File: config.mk
export PLATFORM = sky130hd
export DESIGN_NAME = spi_slave_flat
export DESIGN_NICKNAME = d
export VERILOG_FILES = /design/src/rtl/spi_slave_if.sv /design/src/rtl/spi_slave.sv /design/src/flat_wrapper.sv
export SDC_FILE = /design/constraint.sdc
export NUM_CORES = 1
export LEC_CHECK = 0
export CELL_PAD_IN_SITES_DETAIL_PLACEMENT = 1
export CELL_PAD_IN_SITES_GLOBAL_PLACEMENT = 1
export CORE_ASPECT_RATIO = 1.4
export CORE_MARGIN = 1
export CORE_UTILIZATION = 40
export DETAILED_ROUTE_END_ITERATION = 6
export HOLD_SLACK_MARGIN = 0.06
export PLACE_DENSITY_LB_ADDON = 0.1
export SYNTH_ARGS = -nofsm -noshare
export SYNTH_HDL_FRONTEND = slang
export SYNTH_SLANG_ARGS = --single-unit
File: constraint.sdc
create_clock -name clock -period 2.4 [get_ports clock]
set_clock_uncertainty 0.2 [all_clocks]
set_input_delay 0.24 -clock clock [delete_from_list [all_inputs] [get_ports clock]]
set_output_delay 0.24 -clock clock [all_outputs]
set_load 0.01 [all_outputs]
File: src/rtl/spi_slave_if.sv
// spi_slave_if: parallel register/memory access port of the SPI responder.
// The responder owns the request side (master modport); the register file
// or memory behind it answers through read_data (slave modport).
interface spi_slave_if #(
  parameter int DATA_WIDTH    = 16,
  parameter int ADDRESS_WIDTH = 15
);
  logic                     write_enable;
  logic [ADDRESS_WIDTH-1:0] write_address;
  logic [DATA_WIDTH-1:0]    write_data;
  logic                     read_request;
  logic [ADDRESS_WIDTH-1:0] read_address;
  logic [DATA_WIDTH-1:0]    read_data;

  modport master (
    output write_enable, write_address, write_data,
    output read_request, read_address,
    input  read_data
  );

  modport slave (
    input  write_enable, write_address, write_data,
    input  read_request, read_address,
    output read_data
  );
endinterface

File: src/rtl/spi_slave.sv
// spi_slave: decodes spi_master frames (rw bit, address, data word; MSB first)
// into a parallel register access port. Serial lines are oversampled in the
// clock domain through 2-flop synchronizers; all four CPOL/CPHA modes.
// Optional feature macro: SPI_SLAVE_BURST_EN -- auto-incrementing burst that
// accepts further data words while chip select stays low. Without it the block
// handles one word per frame and ignores the rest of the frame.
module spi_slave #(
  parameter int DATA_WIDTH    = 16,
  parameter int ADDRESS_WIDTH = 15
) (
  input  logic        clock,
  input  logic        reset,
  input  logic        clock_polarity,
  input  logic        clock_phase,
  input  logic        serial_clock,
  input  logic        chip_select,
  input  logic        serial_in,
  output logic        serial_out,
  output logic        busy,
  output logic        frame_error,
  output logic [15:0] word_count,
  spi_slave_if.master bus
);

  localparam int COMMAND_COUNT_WIDTH = $clog2(ADDRESS_WIDTH + 1);
  localparam int DATA_COUNT_WIDTH    = $clog2(DATA_WIDTH);
  localparam int COUNT_WIDTH = (COMMAND_COUNT_WIDTH > DATA_COUNT_WIDTH) ?
                               COMMAND_COUNT_WIDTH : DATA_COUNT_WIDTH;
  localparam logic [COUNT_WIDTH-1:0] LAST_COMMAND_BIT = COUNT_WIDTH'(ADDRESS_WIDTH);
  localparam logic [COUNT_WIDTH-1:0] LAST_DATA_BIT    = COUNT_WIDTH'(DATA_WIDTH - 1);

  typedef enum logic [2:0] {
    IDLE,
    COMMAND,
    WRITE_DATA,
    READ_DATA,
    HOLD
  } state_t;

  state_t state, next_state;

  logic sclk_meta, sclk_sync, sclk_prev;
  logic cs_meta, cs_sync, cs_prev;
  logic mosi_meta, mosi_sync;

  logic leading_edge, trailing_edge, sample_edge, shift_edge, cs_fall;

  logic [COUNT_WIDTH-1:0]   bit_count;
  logic [ADDRESS_WIDTH-1:0] command_shift;
  logic [ADDRESS_WIDTH-1:0] address;
  logic [ADDRESS_WIDTH-1:0] received_address;
  logic [ADDRESS_WIDTH-1:0] next_address;
  logic [DATA_WIDTH-1:0]    data_shift;
  logic [DATA_WIDTH-1:0]    shift_out;
  logic                     load_pending;

  logic start_frame, abort_frame, command_bit, command_done;
  logic data_bit, word_done, read_shift;

  assign busy             = (state != IDLE);
  assign received_address = {command_shift[ADDRESS_WIDTH-2:0], mosi_sync};
  assign next_address     = address + 1'b1;

  // Synchronize the asynchronous serial lines; chip select flops clear low so a
  // frame cut by reset is never mistaken for a fresh chip select fall.
  always_ff @(posedge clock) begin
    if (reset) begin
      sclk_meta <= 1'b0;
      sclk_sync <= 1'b0;
      sclk_prev <= 1'b0;
      cs_meta   <= 1'b0;
      cs_sync   <= 1'b0;
      cs_prev   <= 1'b0;
      mosi_meta <= 1'b0;
      mosi_sync <= 1'b0;
    end else begin
      sclk_meta <= serial_clock;
      sclk_sync <= sclk_meta;
      sclk_prev <= sclk_sync;
      cs_meta   <= chip_select;
      cs_sync   <= cs_meta;
      cs_prev   <= cs_sync;
      mosi_meta <= serial_in;
      mosi_sync <= mosi_meta;
    end
  end

  // Classify serial clock transitions into sample and shift edges for the mode.
  always_comb begin
    leading_edge  = (sclk_sync != sclk_prev) && (sclk_prev == clock_polarity);
    trailing_edge = (sclk_sync != sclk_prev) && (sclk_sync == clock_polarity);
    sample_edge   = clock_phase ? trailing_edge : leading_edge;
    shift_edge    = clock_phase ? leading_edge : trailing_edge;
    cs_fall       = cs_prev && !cs_sync;
  end

  // Frame state register.
  always_ff @(posedge clock) begin
    if (reset) begin
      state <= IDLE;
    end else begin
      state <= next_state;
    end
  end

  // Next state plus the per-cycle decisions the datapath acts on.
  always_comb begin
    next_state   = state;
    start_frame  = 1'b0;
    abort_frame  = 1'b0;
    command_bit  = 1'b0;
    command_done = 1'b0;
    data_bit     = 1'b0;
    word_done    = 1'b0;
    read_shift   = 1'b0;
    case (state)
      IDLE: begin
        if (cs_fall) begin
          start_frame = 1'b1;
          next_state  = COMMAND;
        end
      end
      COMMAND: begin
        if (cs_sync) begin
          abort_frame = 1'b1;
          next_state  = IDLE;
        end else if (sample_edge) begin
          command_bit = 1'b1;
          if (bit_count == LAST_COMMAND_BIT) begin
            command_done = 1'b1;
            next_state   = command_shift[ADDRESS_WIDTH-1] ? READ_DATA : WRITE_DATA;
          end
        end
      end
      WRITE_DATA, READ_DATA: begin
        if (cs_sync) begin
          abort_frame = 1'b1;
          next_state  = IDLE;
        end else begin
          read_shift = (state == READ_DATA) && shift_edge;
          if (sample_edge) begin
            data_bit = 1'b1;
            if (bit_count == LAST_DATA_BIT) begin
              word_done = 1'b1;
`ifdef SPI_SLAVE_BURST_EN
              next_state = state;
`else
              next_state = HOLD;
`endif
            end
          end
        end
      end
      HOLD: begin
        if (cs_sync) begin
          next_state = IDLE;
        end
      end
      default: next_state = IDLE;
    endcase
  end

  // Shift registers, bit/word counters and the parallel-side strobes.
  always_ff @(posedge clock) begin
    if (reset) begin
      bit_count         <= '0;
      command_shift     <= '0;
      address           <= '0;
      data_shift        <= '0;
      shift_out         <= '0;
      load_pending      <= 1'b0;
      serial_out        <= 1'b0;
      frame_error       <= 1'b0;
      word_count        <= '0;
      bus.write_enable  <= 1'b0;
      bus.write_address <= '0;
      bus.write_data    <= '0;
      bus.read_request  <= 1'b0;
      bus.read_address  <= '0;
    end else begin
      bus.write_enable <= 1'b0;
      bus.read_request <= 1'b0;
      frame_error      <= abort_frame && (bit_count != '0);
      load_pending     <= bus.read_request;

      if (start_frame) begin
        bit_count  <= '0;
        word_count <= '0;
      end

      if (command_bit) begin
        command_shift <= received_address;
        bit_count     <= command_done ? '0 : bit_count + 1'b1;
      end

      if (command_done) begin
        address <= received_address;
        if (command_shift[ADDRESS_WIDTH-1]) begin
          bus.read_request <= 1'b1;
          bus.read_address <= received_address;
        end
      end

      if (data_bit) begin
        data_shift <= {data_shift[DATA_WIDTH-2:0], mosi_sync};
        bit_count  <= word_done ? '0 : bit_count + 1'b1;
      end

      if (word_done) begin
        if (state == WRITE_DATA) begin
          bus.write_enable  <= 1'b1;
          bus.write_address <= address;
          bus.write_data    <= {data_shift[DATA_WIDTH-2:0], mosi_sync};
        end
`ifdef SPI_SLAVE_BURST_EN
        address    <= next_address;
        word_count <= word_count + 16'd1;
        if (state == READ_DATA) begin
          bus.read_request <= 1'b1;
          bus.read_address <= next_address;
        end
`else
        word_count <= 16'd1;
`endif
      end

      if (load_pending) begin
        shift_out <= bus.read_data;
      end else if (read_shift) begin
        shift_out <= {shift_out[DATA_WIDTH-2:0], 1'b0};
      end

      if (next_state != READ_DATA) begin
        serial_out <= 1'b0;
      end else if (read_shift) begin
        serial_out <= shift_out[DATA_WIDTH-1];
      end
    end
  end

endmodule
File: src/flat_wrapper.sv
// flat-port wrapper written by rule: the top's interface ports become plain ports
module spi_slave_flat 
#(
  parameter int DATA_WIDTH    = 16,
  parameter int ADDRESS_WIDTH = 15
)
  (clock, reset, clock_polarity, clock_phase, serial_clock, chip_select, serial_in, serial_out, busy, frame_error, word_count, bus_write_enable, bus_write_address, bus_write_data, bus_read_request, bus_read_address, bus_read_data);
  spi_slave_if #(.DATA_WIDTH(DATA_WIDTH), .ADDRESS_WIDTH(ADDRESS_WIDTH)) bus_i ();
  input  logic clock;
  input  logic reset;
  input  logic clock_polarity;
  input  logic clock_phase;
  input  logic serial_clock;
  input  logic chip_select;
  input  logic serial_in;
  output logic serial_out;
  output logic busy;
  output logic frame_error;
  output logic [15:0] word_count;
  output wire logic [$bits(bus_i.write_enable)-1:0] bus_write_enable;
  output wire logic [$bits(bus_i.write_address)-1:0] bus_write_address;
  output wire logic [$bits(bus_i.write_data)-1:0] bus_write_data;
  output wire logic [$bits(bus_i.read_request)-1:0] bus_read_request;
  output wire logic [$bits(bus_i.read_address)-1:0] bus_read_address;
  input wire logic [$bits(bus_i.read_data)-1:0] bus_read_data;
  assign bus_write_enable = bus_i.write_enable;
  assign bus_write_address = bus_i.write_address;
  assign bus_write_data = bus_i.write_data;
  assign bus_read_request = bus_i.read_request;
  assign bus_read_address = bus_i.read_address;
  assign bus_i.read_data = bus_read_data;
  spi_slave #(.DATA_WIDTH(DATA_WIDTH), .ADDRESS_WIDTH(ADDRESS_WIDTH)) u_core (.clock(clock), .reset(reset), .clock_polarity(clock_polarity), .clock_phase(clock_phase), .serial_clock(serial_clock), .chip_select(chip_select), .serial_in(serial_in), .serial_out(serial_out), .busy(busy), .frame_error(frame_error), .word_count(word_count), .bus(bus_i));
endmodule
---- Word-level counts from Yosys, hierarchy flattened ----
Cells that the tools add are included.
cells by class
  mux-type cells .......................... 38
  eq/ne operators ......................... 9
  add/subtract/negate cells ............... 1
  bitwise operators ....................... 2
  reduce and logical (&&, ||, !) cells .... 19
operators by type and width
  kind                                                   number
  2-to-1 mux 16 bit                                      2
  2-to-1 mux 3 bit                                       8
  2-to-1 mux 1 bit                                       22
  2-to-1 mux 4 bit                                       5
  case mux 3 bit (4 select lines)                        1
  OR reduction 2 bit                                     4
  equality test 3 x 2 -> 1 bit, second input constant    2
  nonzero test 3 bit                                     2
  logical AND 1 bit                                      5
  adder 4 x 1 -> 4 bit, second input constant            1
  equality test 4 bit, second input constant             1
  AND reduction 2 bit                                    2
  nonzero test 2 bit                                     2
  nonzero test 4 bit                                     1
  equality test 3 x 1 -> 1 bit, second input constant    1
  equality test 3 bit, second input constant             1
  zero test 3 bit                                        1
  inequality test 3 x 2 -> 1 bit, second input constant  1
  OR reduction 3 bit                                     1
  equality test 1 bit                                    2
  inverter 1 bit                                         2
  zero test 1 bit                                        1
  inequality test 1 bit                                  1
word-level totals
  input port bits ......................... 23
  output and inout bits ................... 67
  bits in registers ....................... 128
  logic and storage cells ................. 92

---- Longest topological paths before layout ----
Gate-level depths: netlist (run 1).
  word-level depth ........................ 9
  mapped depth ............................ 8
  depth with buffers taken out ............ 5

---- Least setup slack after synthesis (run 1) ----
Ideal clock, no wire load.
  path type ............................... register to register
  start point ............................. reg u_core.cs_sync
  end point ............................... reg u_core.address[10]
  setup time .............................. 72 ps
  slack ................................... 421 ps
  cell stages (with the launch flop) ...... 7
  required time ........................... 2128 ps
  arrival time ............................ 1707 ps
  clock period less this slack ............ 1979 ps
  path through ............................ dfxtp_1 > buf_2 > nor2_1 > nand3b_1 > nor3_2 > buf_6 > mux2i_1
between the ends
  cells in the longest elaborated chain, start to end .. 2
ends and longest elaborated chain
  what                    RTL line          source
  from (decl)             spi_slave.sv:43   logic cs_meta, cs_sync, cs_prev;
  from (signal assigned)  spi_slave.sv:81   cs_sync <= cs_meta;
  2-to-1 mux 1 bit        spi_slave.sv:124  if (cs_sync) begin
  2-to-1 mux 1 bit        spi_slave.sv:116  case (state)
  to (signal assigned)    spi_slave.sv:197  address <= received_address;
  to (decl)               spi_slave.sv:50   logic [ADDRESS_WIDTH-1:0] address;
No other way between the ends.
A chain may end at the register's enable or synchronous reset.

---- Final worst setup path (run 1) ----
  start point ............................. reg u_core.bit_count[0]
  end point ............................... reg u_core.bus.read_address[10]
between the ends
  cells in the longest elaborated chain, start to end .. 6
ends and longest elaborated chain
  what                           RTL line            source
  from (decl)                    spi_slave.sv:48     logic [COUNT_WIDTH-1:0] bit_count;
  from (signal assigned)         spi_slave.sv:193    bit_count <= command_done ? '0 : bit_count + 1'b1;
  from (signal assigned)         spi_slave.sv:206    bit_count <= word_done ? '0 : bit_count + 1'b1;
  equality test 4 bit            spi_slave.sv:129    if (bit_count == LAST_COMMAND_BIT) begin
  2-to-1 mux 1 bit               spi_slave.sv:129
  2-to-1 mux 1 bit               --
  2-to-1 mux 1 bit               spi_slave.sv:124
  2-to-1 mux 1 bit               spi_slave.sv:116
  AND reduction 2 bit (no line)  --
  to (signal assigned)           spi_slave.sv:200    bus.read_address <= received_address;
  to (decl)                      spi_slave_if.sv:17  output read_request, read_address,
No other way between the ends.

==> results of run 1 <==
worst paths after layout:
path,endpoint
min,u_core.mosi_sync$_SDFF_PP0_
max reg2reg,u_core.bus.read_address[10]$_SDFFE_PP0P_
max,u_core.bus.read_address[10]$_SDFFE_PP0P_
min reg2reg,u_core.sclk_sync$_SDFF_PP0_
layout make-up:
cell class,instances,area [um2],share of cell area
Multi-Input combinational cell,419,2620,0.374
Timing Repair Buffer,99,988,0.141
Sequential cell,128,2560,0.366
Inverter,5,18.8,0.00268
Tap cell,182,228,0.0326
Clock inverter,12,136,0.0195
Clock buffer,19,443,0.0634
logic make-up after synthesis:
| family | count (synthesis) | synth area share |
|---|---|---|
| other | 1 | 0.000690 |
| xor gates and xnor gates | 2 | 0.00322 |
| DFF | 128 | 0.471 |
| buffers and inverters | 71 | 0.0642 |
| and+or+nand+nor | 210 | 0.220 |
| AOI/OAI and AO/OA | 140 | 0.143 |
| adders and majority gates | 2 | 0.00460 |
| muxes | 50 | 0.0921 |
power breakdown:
| group | switching, W | internal [W] |
|---|---|---|
| clock network | 0.000957 | 0.00155 |
| logic | 0.000111 | 0.0000908 |
| registers | 0.00000571 | 0.00213 |
| total | 0.00107 | 0.00378 |
routing by layer:
layer	vias to the layer above	part of all wire
met1	2243	0.45
met3	13	0.030
li1	2211	-
met2	85	0.50
met5	-	0
met4	0	0.012
stage by stage:
stage / TNS, ps / instance area, um2 / power, W / worst slack [ps] / utilization
6_report: 0 / 6990 / 0.00485 / 203 / 0.525
5_1_grt: 0 / 6990 / 0.00501 / 90.1 / 0.525
4_1_cts: 0 / 6990 / 0.00491 / 113 / 0.524
3_5_place_dp: -282 / 6410 / 0.00238 / -36.9 / 0.481
3_3_place_gp: 0 / 6410 / 0.00238 / 4.60 / 0.481
2_1_floorplan: 0 / 5490 / 0.00231 / 421 / -
synth_stat cells, drive strengths merged:
cell type	count
nor4b	1
mux2i	50
conb	1
nor2b	12
o211ai	1
or3	1
nor3b	1
dfxtp	128
and4b	1
xnor2	1
a311oi	15
nand3	68
nor4	1
or2	1
nor2	23
nor3	4
xor2	1
nand2b	81
and2	1
o32ai	3
ha	2
a21oi	51
clkbuf	41
nand2	7
a221oi	2
buf	25
nand3b	2
and3	3
inv	5
or4	1
o21ai	67
nand4	2
a31oi	1
sequential cells by signal, indices dropped and copies added, names as in the netlist, 3 cells and up:
signal                    cells
u_core.address               15
u_core.bit_count              4
u_core.bus.read_address      15
u_core.bus.write_address     15
u_core.bus.write_data        16
u_core.command_shift         15
u_core.data_shift            15
u_core.shift_out             16
u_core.state                  3
timing repair:
item,4_1_cts,5_1_grt
resized for setup,0,1
endpoints found under the hold margin,0,0
endpoints found under the setup margin,0,13
setup buffers,0,0
==> run metrics, run 1 <==
Worst setup EP type=register; share of the synthesized area in the top cell type=0.471; FILL cells=1553; busiest layer in global routing=met2; Root Buffer=clkbuf_16; crit-path cells=ha_1 > and3_1 > and3_1 > buf_4 > nand3_1 > a21oi_1; die height=140 um; commonest non-fill, non-tap cell in the layout=dfxtp_1; Leak Pwr=2.26 nW; grt met1 use=0.264; met2 usage=0.341; CTS tree=yes; Tot GR Track Use=0.205; hold path start=reset; post-synthesis sequential area ratio=0.471; starting density of the core=0.408; required time of the critical path=2540 ps; hold slack=185 ps; Worst setup startpoint=u_core.bit_count[0]$_SDFFE_PP0P_; final hold vios=0; Max Cap Viol=0; fin crit period=2200 ps; number of cells on the critical path=6; Synth area leader=dfxtp_1; crit-path max cell delay=400 ps; count of clock tree sinks=128; Reg-to-Reg Start=u_core.bit_count[0]$_SDFFE_PP0P_; Hold Crit Class=in2reg; # H-tree levels=4; Post-Syn Instances=604; placed insts=833; vias in the first global route=4615; initial antenna violation count=0; Cell Rows=50; Yosys warning total=0; Syn Area/Cell=9.00 um2; cts hold-fix bufs=0; CTS Buf Count=17; routed vias/inst=5.27; Setup CP Type=reg2reg; status=finished clean; Die X=101 um; Clock Latency Late Sink=410 ps; final HPWL from detailed placement=8900 um; Startpoint Class=register; Worst-path clk slew=60 ps; Worst Reg2Reg Path Length in Cells=6; ANT nets after route=0; Distinct cells, synth=38; synth top area cells=dfxtp_1 (47%), nand2b_1 (9.3%), mux2i_1 (9.2%); Peak VDD IR=0.421 mV; global-route track usage on met3=0.0399; unrepaired setup endpoints after global routing=false; count of final setup violators=0; Residual DRC=0; hold path depth=2; CP delay by family, top=simple AND/OR/NAND/NOR gates; leading cell types in the layout, fill and taps excluded=dfxtp_1 (128), nand2b_1 (81), clkdlybuf4s50_1 (73); share of cells above drive strength 1=0.0938; first drt pass iteration count=4; power per cell area=694 mW/mm2; deepest clock path buffer count=2; max-slew violations=0; Max Fanout on Critical Path=10; WP buf/inv=1; Synth Cell Area=0.00544 mm2; diodes inserted=0; per-cell routed wire length=15.9 um; P&R area growth vs syn=28.6%; GRT overflow=0; critical path's slowest cell=dfxtp_1; fin nets=695; Core Box Area=0.0133 mm2; largest net degree at the start of global routing=79; Arr. time, crit path=2330 ps; Slew @ Worst Pin=704 ps; drt initial violations=151; R2R setup slack=200 ps; DR vias=4552; relative slew slack=0.531; total routed wirelength=13800 um; routability cong.=0.734; fmax=455 MHz; Most common cell on crit path=and3_1; final period utilization=0.915; Final Non-Filler Cells=864; I/O pins=90; global-route wire length before repair=23100 um; DIE AREA=0.0141 mm2; Port Buffer Count=74; FF+latch count, synth=128
Note: power is estimated with default switching activity, not from simulation.
==> run 2, diff against run 1 <==
REMOVE_ABC_BUFFERS = 1   (was unset)
==> run 2 against run 1 <==
Critical path depth decreased by 3. Total power up 1.2%. Non-clock buffer count stayed put. Fmax is 0.77% lower. Sequential share of layout area fell by 0.15 points. Die area stayed put.
==> run metrics, run 2 (synthesis results as in run 1) <==
DIE AREA=0.0141 mm2 (unchanged); relative slew slack=0.588 (+0.0574); deepest clock path buffer count=2 (unchanged); reg2reg end=u_core.bus.write_data[2]$_SDFFE_PP0P_; cts hold-fix bufs=0 (unchanged); Die X=101 um (unchanged); Worst setup startpoint=u_core.state[1]$_SDFF_PP0_; per-cell routed wire length=15.4 um (-3.3%); hold path start=reset; Peak VDD IR=0.435 mV (+3.4%); diodes inserted=0 (unchanged); Clk pwr share=0.523 (+0.005); P&R area growth vs syn=29.2%; Post-Place Setup Slack=-28.4 ps (+8.43 ps); # H-tree levels=4 (unchanged); initial antenna violation count=0 (unchanged); Clock Latency Late Sink=410 ps (about the same); drt initial violations=162 (+7.3%); Final Util=0.527 (+0.00216); status=finished clean; first drt pass iteration count=4 (unchanged); Hold EP=u_core.mosi_meta$_SDFF_PP0_; Max Fanout on Critical Path=10 (unchanged); Worst Reg2Reg Path Length in Cells=5 (-1); count of final setup violators=0 (unchanged); R2R setup slack=310 ps (+110 ps); Arr. time, crit path=1770 ps (-560 ps); FILL cells=1568 (+0.97%); largest net degree at the start of global routing=70 (-11%); Tot GR Track Use=0.200 (-0.00506); total routed wirelength=13300 um (-3.2%); Reg-to-Reg Start=u_core.bit_count[0]$_SDFFE_PP0P_; routability cong.=0.744 (+1.3%); combinational share of power=0.041 (about the same); max-slew violations=0 (unchanged); global-route track usage on met3=0.0389 (-0.000998); biggest regs=u_core.bus.write_data x16, u_core.shift_out x16; Startpoint Class=register; busiest layer in global routing=met2; Slew @ Worst Pin=618 ps (-86.1 ps); fin nets=695 (unchanged); share of cells above drive strength 1=0.0966 (+0.00279); fin crit period=2210 ps (+17.0 ps); hold path depth=2 (unchanged); Worst setup EP type=primary output; routed vias/inst=5.23 (-0.75%); I/O pins=90 (unchanged); GRT overflow=0 (unchanged); Reg power frac=0.436 (-0.005); Cell Int Power=0.00380 W (+0.50%); Port Buffer Count=74 (unchanged); Seq. cell area=0.00256 mm2 (unchanged); Residual DRC=0 (unchanged); NetSw=0.00111 W (+3.6%); fmax=452 MHz (-0.77%); count of clock tree sinks=128 (unchanged); Root Buffer=clkbuf_16; Multi-input gate area=0.00262 mm2 (unchanged); Leak Pwr=2.27 nW (+0.33%); Max Cap Viol=0 (unchanged); CTS Buf Count=17 (unchanged); final period utilization=0.922 (+0.00710); Cell Rows=50 (unchanged); global-route wire length before repair=22600 um (-1.9%); DR vias=4523 (-0.64%); unrepaired setup endpoints after global routing=false; starting density of the core=0.408 (unchanged); Setup CP Type=reg2out; met2 usage=0.346 (+0.00541); final worst setup slack=186 ps (-17.0 ps); hold slack=142 ps (-43.2 ps); required time of the critical path=1960 ps (-580 ps); ANT nets after route=0 (unchanged); final hold vios=0 (unchanged); placed insts=833 (unchanged); CTS tree=yes; post-route cell area=0.00702 mm2 (+0.41%); power per cell area=699 mW/mm2 (+0.76%); Switching Fraction=0.227 (+0.00521); final HPWL from detailed placement=8500 um (-4.4%); Core Box Area=0.0133 mm2 (unchanged); Final Non-Filler Cells=865 (+0.12%); leading cell types in the layout, fill and taps excluded=dfxtp_1 (128), nand2b_1 (81), clkdlybuf4s50_1 (73); Hold Crit Class=in2reg; vias in the first global route=4621 (+0.13%); grt met1 use=0.244 (-0.0203); die height=140 um (unchanged); DP Area=0.00642 mm2 (+0.20%); commonest non-fill, non-tap cell in the layout=dfxtp_1; Worst-path clk slew=60 ps (about the same)
[run 2: worst max-delay path, cell delays in order, from the launching register on]
cell and delay, ps:
dfxtp_1 330, buf_4 180, or3_1 380, clkdlybuf4s50_1 490
[run 2: power groups by stage]
stage                     Sequential [W]  Clock (W)  Combinational (W)
final                            0.00214    0.00257           0.000203
after global routing             0.00214    0.00272           0.000217
after CTS                        0.00214    0.00263           0.000203
after detailed placement         0.00218          0           0.000202
after global placement           0.00218          0           0.000200
after floorplan                  0.00218          0          0.0000739
[run 2: routing by layer]
layer | share of wire | vias to the layer above
li1 | - | 2204
met1 | 0.45 | 2238
met2 | 0.51 | 69
met3 | 0.026 | 12
met4 | 0.013 | 0
met5 | 0 | -
[run 2: worst max-delay path by stage]
stage                                               end  cells after the start
5_1_grt                                            busy                      3
3_5_place_dp       u_core.command_shift[3]$_SDFFE_PP0P_                      7
4_1_cts         u_core.bus.read_address[0]$_SDFFE_PP0P_                      5
6_report                                           busy                      3
3_3_place_gp    u_core.bus.read_address[3]$_SDFFE_PP0P_                      7
2_1_floorplan  u_core.bus.write_address[0]$_SDFFE_PP0P_                      4
[run 2: cell type report]
class                           count  area share
Clock buffer                       18      0.0626
Clock inverter                     14      0.0223
Inverter                            5     0.00267
Multi-Input combinational cell    419       0.372
Sequential cell                   128       0.365
Tap cell                          182      0.0324
Timing Repair Buffer               99       0.143
[run 2: through the flow]
step	total power [W]	TNS, ps
after global routing	0.00507	0
after detailed placement	0.00239	-154
after global placement	0.00238	0
after floorplan	0.00226	-114810
final	0.00491	0
after CTS	0.00497	0
[run 2: what timing repair did]
action / CTS / global route
setup endpoints to repair: 0 / 15
setup buffers: 0 / 0
gates resized for setup: 0 / 1
